File: config.mk
export PLATFORM = sky130hd
export DESIGN_NAME = lin_predict
export DESIGN_NICKNAME = d
export VERILOG_FILES = /design/src/rtl/lin_pkg.sv /design/src/rtl/fx_mul_q88.sv /design/src/rtl/lin_predict.sv
export SDC_FILE = /design/constraint.sdc
export NUM_CORES = 1
export LEC_CHECK = 0
export ABC_CLOCK_PERIOD_IN_PS = 23300
export BUFFER_PORTS_ARGS = -buffer_cell sky130_fd_sc_hd__buf_2
export CORE_ASPECT_RATIO = 1.1
export CORE_MARGIN = 2
export CORE_UTILIZATION = 59
export DETAILED_ROUTE_END_ITERATION = 16
export GPL_ROUTABILITY_DRIVEN = 1
export PLACE_DENSITY = 0.78
export SYNTH_ARGS = -nofsm -noshare
export SYNTH_HDL_FRONTEND = slang
export SYNTH_SLANG_ARGS = --single-unit
File: constraint.sdc
create_clock -name clk -period 23.3 [get_ports clk]
set_input_delay 3.495 -clock clk [delete_from_list [all_inputs] [get_ports clk]]
set_output_delay 3.495 -clock clk [all_outputs]
set_load 0.1 [all_outputs]
File: src/rtl/lin_pkg.sv
// Shared types and defaults for the linear-model inference engine.
// Latency: n/a (declarations only).
// Backpressure: n/a.
package lin_pkg;

  localparam int W_DEF    = 16;
  localparam int FRAC_DEF = 8;

  // Trainer's initial weight (0.25 in Q8.8); every weight returns here on reset.
  localparam logic [15:0] WT_INIT = 16'h0040;

  typedef enum logic [1:0] {
    IDLE = 2'd0,
    MAC  = 2'd1,
    HOLD = 2'd2
  } state_t;

endpackage

File: src/rtl/fx_mul_q88.sv
// Signed WxW fixed-point multiply, full 2W-bit product shifted right by FRAC.
// Latency: combinational.
// Backpressure: none; pure function of its inputs.
module fx_mul_q88
  import lin_pkg::*;
#(
  parameter int W    = W_DEF,
  parameter int FRAC = FRAC_DEF
) (
  input  logic signed [W-1:0]   i_a,
  input  logic signed [W-1:0]   i_b,
  output logic signed [2*W-1:0] o_p
);

  logic signed [2*W-1:0] w_a;
  logic signed [2*W-1:0] w_b;
  logic signed [2*W-1:0] w_full;

  // Sign-extend explicitly so the product is formed at full 2W width.
  assign w_a    = {{W{i_a[W-1]}}, i_a};
  assign w_b    = {{W{i_b[W-1]}}, i_b};
  assign w_full = w_a * w_b;

  // Arithmetic shift floors toward minus infinity, matching the trainer's rounding.
  assign o_p = w_full >>> FRAC;

endmodule

File: src/rtl/lin_predict.sv
// Linear-model inference: y = sum(feat[k]*wt[k]) with one shared multiplier; optional LIN_PREDICT_SAT_EN saturates out_y.
// Latency: result valid N_FEAT cycles after the accept edge; minimum issue interval N_FEAT+2.
// Backpressure: result held in HOLD until o_out_ready; i_in_ready is a pure state decode (no path from o_out_ready).
module lin_predict
  import lin_pkg::*;
#(
  parameter int N_FEAT = 4,
  parameter int W      = W_DEF,
  parameter int FRAC   = FRAC_DEF,
  localparam int IDXW  = $clog2(N_FEAT)
) (
  input  logic                clk,
  input  logic                rst_n,
  input  logic                i_wt_we,
  input  logic [IDXW-1:0]     i_wt_idx,
  input  logic [W-1:0]        i_wt_data,
  input  logic                i_in_valid,
  output logic                o_in_ready,
  input  logic [N_FEAT*W-1:0] i_in_feat,
  output logic                o_out_valid,
  input  logic                i_out_ready,
  output logic [W-1:0]        o_out_y,
`ifdef LIN_PREDICT_SAT_EN
  output logic                o_sat_flag,
`endif
  output logic                o_busy
);

  state_t                r_state;
  state_t                w_state_nxt;
  logic signed [W-1:0]   r_feat [N_FEAT];
  logic signed [W-1:0]   r_wt   [N_FEAT];
  logic signed [2*W-1:0] r_acc;
  logic [IDXW-1:0]       r_k;
  logic [W-1:0]          r_y;

  logic                  w_accept;
  logic                  w_last;
  logic                  w_wt_wr;
  logic signed [2*W-1:0] w_prod;
  logic signed [2*W-1:0] w_acc_nxt;
  logic [W-1:0]          w_y_nxt;

  assign w_accept  = (r_state == IDLE) && i_in_valid;
  assign w_last    = (r_k == IDXW'(N_FEAT - 1));
  // Weights are frozen while a vector is in flight; out-of-range indices are dropped.
  assign w_wt_wr   = i_wt_we && (r_state == IDLE) &&
                     ({1'b0, i_wt_idx} < (IDXW + 1)'(N_FEAT));
  assign w_acc_nxt = r_acc + w_prod;
  assign o_out_y   = r_y;

  fx_mul_q88 #(
    .W    (W),
    .FRAC (FRAC)
  ) u_mul (
    .i_a (r_feat[r_k]),
    .i_b (r_wt[r_k]),
    .o_p (w_prod)
  );

`ifdef LIN_PREDICT_SAT_EN
  localparam logic signed [2*W-1:0] ACC_MAX = {{(W + 1){1'b0}}, {(W - 1){1'b1}}};
  localparam logic signed [2*W-1:0] ACC_MIN = {{(W + 1){1'b1}}, {(W - 1){1'b0}}};
  logic w_hi;
  logic w_lo;
  logic r_sat;

  assign w_hi       = (w_acc_nxt > ACC_MAX);
  assign w_lo       = (w_acc_nxt < ACC_MIN);
  assign w_y_nxt    = w_hi ? {1'b0, {(W - 1){1'b1}}} :
                      w_lo ? {1'b1, {(W - 1){1'b0}}} : w_acc_nxt[W-1:0];
  assign o_sat_flag = r_sat;

  // Clamp indicator: latched with the result, cleared when the result is popped.
  always_ff @(posedge clk or negedge rst_n) begin
    if (!rst_n) begin
      r_sat <= 1'b0;
    end else if (r_state == MAC && w_last) begin
      r_sat <= w_hi || w_lo;
    end else if (r_state == HOLD && i_out_ready) begin
      r_sat <= 1'b0;
    end
  end
`else
  assign w_y_nxt = w_acc_nxt[W-1:0];
`endif

  // State register.
  always_ff @(posedge clk or negedge rst_n) begin
    if (!rst_n) begin
      r_state <= IDLE;
    end else begin
      r_state <= w_state_nxt;
    end
  end

  // Next-state logic and state-decoded handshake/status outputs.
  always_comb begin
    w_state_nxt = r_state;
    o_in_ready  = 1'b0;
    o_out_valid = 1'b0;
    o_busy      = 1'b1;
    case (r_state)
      IDLE: begin
        o_in_ready = 1'b1;
        o_busy     = 1'b0;
        if (i_in_valid) w_state_nxt = MAC;
      end
      MAC: begin
        if (w_last) w_state_nxt = HOLD;
      end
      HOLD: begin
        o_out_valid = 1'b1;
        if (i_out_ready) w_state_nxt = IDLE;
      end
      default: w_state_nxt = IDLE;
    endcase
  end

  // Weight file: a write coinciding with an accept lands before the first MAC cycle reads it.
  always_ff @(posedge clk or negedge rst_n) begin
    if (!rst_n) begin
      for (int i = 0; i < N_FEAT; i++) r_wt[i] <= W'(WT_INIT);
    end else if (w_wt_wr) begin
      r_wt[i_wt_idx] <= i_wt_data;
    end
  end

  // Datapath: capture features, accumulate one product per cycle, publish on MAC->HOLD.
  always_ff @(posedge clk or negedge rst_n) begin
    if (!rst_n) begin
      for (int i = 0; i < N_FEAT; i++) r_feat[i] <= '0;
      r_acc <= '0;
      r_k   <= '0;
      r_y   <= '0;
    end else begin
      case (r_state)
        IDLE: begin
          if (w_accept) begin
            for (int i = 0; i < N_FEAT; i++) r_feat[i] <= i_in_feat[i*W +: W];
            r_acc <= '0;
            r_k   <= '0;
          end
        end
        MAC: begin
          r_acc <= w_acc_nxt;
          if (w_last) begin
            r_k <= '0;
            r_y <= w_y_nxt;
          end else begin
            r_k <= r_k + 1'b1;
          end
        end
        default: ;
      endcase
    end
  end

endmodule

# ---- Word-level counts from Yosys, hierarchy flattened
# Cells that the tools add are included.
dict set report word_totals {
  latch_bits 0
  mem_count 0
  rom_bits 0
  mem_bits_rw 0
  register_bits 180
  in_bits 87
}
dict set report op_classes {
  eq_ne 7
  magnitude_cmp 3
  n_mul 1
  n_reduce_logical 9
  muxes 21
  n_div 0
  shifts 0
  add_sub_neg 2
  n_bitwise 2
}
# op n
set ops {}
lappend ops {{$mux W16} 5}
lappend ops {{$bmux W16 S2} 2}
lappend ops {{$bwmux W64} 1}
lappend ops {{$pmux W32 S2} 1}
lappend ops {{$add A32 B24 Y32} 1}
lappend ops {{$demux W16 S2} 1}
lappend ops {{$mul A16 B16 Y32} 1}
lappend ops {{$mux W32} 1}
lappend ops {{$mux W2} 5}
lappend ops {{$ne A2 B2 Y1 const B} 4}
lappend ops {{$ge A3 B3 Y1 const B} 2}
lappend ops {{$not A2 Y3} 2}
lappend ops {{$pmux W2 S3} 1}
lappend ops {{$reduce_and A2 Y1} 3}
lappend ops {{$eq A2 B2 Y1 const B} 2}
lappend ops {{$pmux W2 S2} 1}
lappend ops {{$logic_and A1 B1 Y1} 3}
lappend ops {{$lt A3 B1 Y1 const B} 1}
lappend ops {{$mux W1} 3}
lappend ops {{$reduce_and A3 Y1} 1}
lappend ops {{$add A2 B1 Y2 const B} 1}
lappend ops {{$eq A2 B1 Y1 const B} 1}
lappend ops {{$logic_not A2 Y1} 1}
lappend ops {{$reduce_bool A2 Y1} 1}

# ---- Depth between registers and ports, before layout
dict set report logic_depth {
  ltp_word 7
  mapped_depth 36
  depth_no_buf 33
}

# ---- Hierarchy
# From an unflattened synthesis, not the netlist that was laid out.
dict set report hier_totals {
  hier_cells 1734
  area_unflattened_um2 17355.4
}
# mod n_inst cells_each area_each_um2
set modules_own_cells {}
lappend modules_own_cells {fx_mul_q88 1 1057 9678.0}
lappend modules_own_cells {lin_predict 1 677 7677.4}

# ---- Worst setup path before layout
# OpenSTA, ideal clock, no wires.
dict set report synth_timing {
  path_type {flip-flop to flip-flop}
  startpoint {reg r_k[0]}
  endpoint {reg r_y[15] (netlist: o_out_y[15])}
  synth_period_minus_slack_ns 8.153
  t_required_ns 23.172
  stages_incl_launch_ff 33
  setup_slack_ns 15.147
  arrival_time_ns 8.025
  setup_ns 0.128
  cell_sequence {dfrtp_1 buf_6 buf_6 buf_2 mux4_2 clkbuf_1 and2_1 fa_1 inv_1 fa_1 fa_1 fa_1 inv_1 fa_1 inv_1 fa_1 inv_1 ha_1 and3_1 o21ai_1 a21boi_0 o21ai_0 nand2b_1 xor2_1 ha_1 or2_2 a2111oi_0 a211oi_1 a31oi_1 o21ai_0 xnor2_1 xnor2_1 o21ai_1}
}
dict set report synth_between {
  elab_chain_cells 6
}
# item line
set synth_rtl {}
lappend synth_rtl {{from (decl)} lin_predict.sv:34} ;# logic [IDXW-1:0] r_k;
lappend synth_rtl {{from (signal assigned)} lin_predict.sv:151} ;# r_k <= r_k + 1'b1;
lappend synth_rtl {{$not A2 Y3 (not written as such)} {lin_predict.sv:56, lin_predict.sv:57}}
lappend synth_rtl {{$bmux W16 S2, on equally long branches} {lin_predict.sv:56, lin_predict.sv:57}}
lappend synth_rtl {{$mux W16, on equally long branches (2 in a row)} {lin_predict.sv:56, lin_predict.sv:57}}
lappend synth_rtl {{$mul A16 B16 Y32} fx_mul_q88.sv:22} ;# assign w_full = w_a * w_b;
lappend synth_rtl {{$add A32 B24 Y32} lin_predict.sv:49} ;# assign w_acc_nxt = r_acc + w_prod;
lappend synth_rtl {{to (signal assigned)} lin_predict.sv:149} ;# r_y <= w_y_nxt;
lappend synth_rtl {{to (decl)} lin_predict.sv:35} ;# logic [W-1:0] r_y;
# Several ways; a longest one is shown, not always the timed one. The select of a mux whose other input is x is not followed.
# A chain may end at the register's enable or synchronous reset.

# ---- Worst setup path in the final report
# Ends and elaborated chain as after synthesis.

==> out/metrics.cfg <==
[worst_setup_path]
ff2ff_setup_slack_ps = 14180
worst_setup_path_end_kind = flip-flop
worstSetupPathType = flip-flop to flip-flop
cpMaxStageDelayCell = sky130_fd_sc_hd__mux4_2
r2r.worst_path.cells = 30
cp_arrival_ps = 9410
timing.critical_path.from = r_k[0]
r2r_end = o_out_y[15]
crit_family = adder cells
r2r-start = r_k[0]
critPathMaxStageDelay_ps = 810
biggest_fanout_along_the_worst_timing_path = 35
critical_path_buffers_and_inverters = 5
cp_data_required_time_ps = 23590
critical_path.startpoint_type = flip-flop

[grt]
wire_length_of_the_first_global_routing_pass_um = 58270
grt_start_max_net_pins = 86
track_usage = 0.2814
grt_antenna_before_repair = 0
grt_overflow = 0
number_of_global_route_vias_before_repair = 11663

[route]
via_count = 10686
routed_via_density = 5.577
starting_drt_drc_count = 707
post-route-drc-count = 0
number_of_optimization_iterations_in_the_first_detailed_route_pass = 5
drt_wl_total_um = 35220
avgRoutedWirePerCell_um = 18.38
ant_nets = 0

[die]
die_width_um = 155.7
boundaryPins = 106
std_cell_rows = 61
core_region_area_sq_um = 25110
design.die.area_sq_um = 26600
die_height_um = 170.9
floorplan.initialDensity = 0.5947

[place]
placement.io_buffers = 105
place.gp.congestion = 0.9309
dp_hpwl_um = 25870

[timing]
timing.final.max_slew_violations = 0
fmax_mhz = 109.6
part_of_the_cycle_the_worst_path_needs = 0.3915
finalSetupTns_ps = 0
slew_of_the_pin_with_the_lowest_slew_margin_ps = 1065
max-slew-margin-rel = 0.2902
timing_hold_violations_final = 0
setup_viol = 0
final_period_minus_worst_setup_slack_ps = 9123
rsz0062_at_grt = no
worst_clk_skew_ps = 15.12

[clock_network]
cts_repair_resize_count = 0
cts.reportedPaths.clkPinSlew_ps = 80
cts_root_buf = sky130_fd_sc_hd__clkbuf_16
clk_path_buf_depth = 2
number_of_clock_sinks = 164
cts_max_level = 4
cts.hold.buffers_added = 0
cts_setup_buffers = 0
clk_latency_ps = 440
clock_tree_from_tritoncts = built
tritoncts.num_buffers = 17

[logic_synthesis]
number_of_enable_flip_flop_cells_after_synthesis = 0
synth_nets = 1879
synthCells = 1518
netlist_area_sq_um = 14930
seq_area_frac_synth = 0.2752
average_footprint_of_a_synthesized_cell_sq_um = 9.837
synth_flop_cell = sky130_fd_sc_hd__dfrtp_1
synth_seq_cells = 164
synth_async_sr_flop_share = 1.000
yosys.cell_types.count = 47
post_synth_top_area_share = 0.2681
yosys_warnings = 0
synthDominantAreaCellType = sky130_fd_sc_hd__dfrtp_1
synth.top_cells.by_area = sky130_fd_sc_hd__dfrtp_1 27%, sky130_fd_sc_hd__fa_1 25%, sky130_fd_sc_hd__nand2_1 8.7%

[finish]
filler_cell_count = 1942
seqCellArea_sq_um = 4110
final_layout_size_suffix_gt1_frac = 0.1599
insertedDiodeCount = 0
multi_input_gate_area_in_the_final_layout_sq_um = 9619
area.growth.synth_to_final_pct = 9.124
final_core_util = 0.6490
fin_nets = 1949

[flow_run]
drv_cap = 0

[hold_path]
timing.hold.worst_path_depth = 2
min_path_type = flip-flop to flip-flop
hold_end = o_out_y[7]
timing.hold.worst.start = o_out_y[7]

[run_status]
status = finished, final reports clean

## cells by family (layout without fill, tap and decap cells)
group / count (synthesis) / count (layout) / share of synthesized area
fa+ha+maj: 274 / 274 / 0.3236
flops: 164 / 164 / 0.2752
buf+inv: 315 / 398 / 0.08161
compound gates: 96 / 96 / 0.03779
xor+xnor: 47 / 47 / 0.02757
mux: 97 / 97 / 0.09728
simple gates: 525 / 525 / 0.1570
## cell usage in the layout (no fill, tap or decap), types with 3 or more instances in the layout
| cell | n |
|---|---|
| sky130_fd_sc_hd__nand2_1 | 344 |
| sky130_fd_sc_hd__inv_1 | 253 |
| sky130_fd_sc_hd__fa_1 | 187 |
| sky130_fd_sc_hd__dfrtp_1 | 159 |
| sky130_fd_sc_hd__buf_2 | 104 |
| sky130_fd_sc_hd__and2_1 | 101 |
| sky130_fd_sc_hd__ha_1 | 87 |
| sky130_fd_sc_hd__mux2_2 | 65 |
| sky130_fd_sc_hd__o21ai_0 | 42 |
| sky130_fd_sc_hd__xnor2_1 | 33 |
| sky130_fd_sc_hd__mux4_2 | 32 |
| sky130_fd_sc_hd__nor2_1 | 23 |
| sky130_fd_sc_hd__a21oi_1 | 18 |
| sky130_fd_sc_hd__nand3_1 | 18 |
| sky130_fd_sc_hd__clkbuf_16 | 17 |
| sky130_fd_sc_hd__xor2_1 | 14 |
| sky130_fd_sc_hd__nand2b_1 | 12 |
| sky130_fd_sc_hd__buf_4 | 8 |
| sky130_fd_sc_hd__o21a_1 | 6 |
| sky130_fd_sc_hd__o21ai_1 | 6 |
| sky130_fd_sc_hd__a21o_1 | 5 |
| sky130_fd_sc_hd__inv_6 | 5 |
| sky130_fd_sc_hd__clkinv_8 | 5 |
| sky130_fd_sc_hd__and3_1 | 4 |
| sky130_fd_sc_hd__dfstp_2 | 4 |
| sky130_fd_sc_hd__nand4_1 | 3 |
| sky130_fd_sc_hd__nor3_1 | 3 |
| sky130_fd_sc_hd__a211oi_1 | 3 |
| sky130_fd_sc_hd__a31oi_1 | 3 |
| sky130_fd_sc_hd__o31ai_1 | 3 |
| sky130_fd_sc_hd__inv_8 | 3 |
## worst reg2reg max path: cells and delay by family (launching register included)
kind	cells	cell delay (ps)
compound gates	8	1770
xor+xnor	3	740
fa+ha+maj	8	3400
buf+inv	5	710
flops	1	340
mux	1	830
simple gates	5	1210
## registers in the layout, summed over array words and instances, names as in the netlist
name / flops
r_k: 2
r_state: 2
r_wt: 64
r_acc: 16
o_out_y: 16
r_feat: 64
## routing by layer
metal  track usage  part of all wire
met5             0                 0
met4        0.1113             0.035
met3       0.03571             0.045
met2        0.4940              0.52
met1        0.3574              0.40
## Yosys cell counts (all sizes together) (3+ instances only)
master  count
fa        187
a211oi      4
mux2       65
xor2       14
a31oi       3
nand4       3
clkbuf     51
and3        4
nand2b     12
ha         87
and2      102
dfrtp     160
o21a        6
a21oi      18
a21o        5
o31ai       3
mux4       32
o21ai      48
inv       253
nand3      18
nor2       23
nand2     346
buf        11
xnor2      33
nor3        4
dfstp       4
## how the worst max path moves through the flow
stage,endpoint,slack (ps),depth (start not counted)
after floorplan,o_out_y[15],15150,32
after global placement,o_out_y[15],14300,30
after detailed placement,o_out_y[15],14250,30
after CTS,o_out_y[15],14200,30
after global routing,o_out_y[15],13590,30
final,o_out_y[15],14180,30
## area by class of cell
class                      instances  area share
timing repair buffer             113     0.03632
clock buffer                      17     0.02611
tap                              315     0.02419
sequential                       164      0.2522
clock inverter                    15     0.01259
multi-input combinational       1039      0.5903
inverter                         253     0.05828
## metrics by stage
step	instance area [sq um]	instances	hold slack (ps)	setup WS (ps)
after floorplan	14930	1518	440.3	15150
after global placement	15670	1884	453.8	14300
after detailed placement	15670	1884	461.1	14250
after CTS	16300	1916	479.0	14200
after global routing	16300	1916	501.7	13590
final	16300	1916	473.0	14180
Power is not shown: default switching activity piles up to over one toggle a cycle in this logic, so the estimate is an artifact.
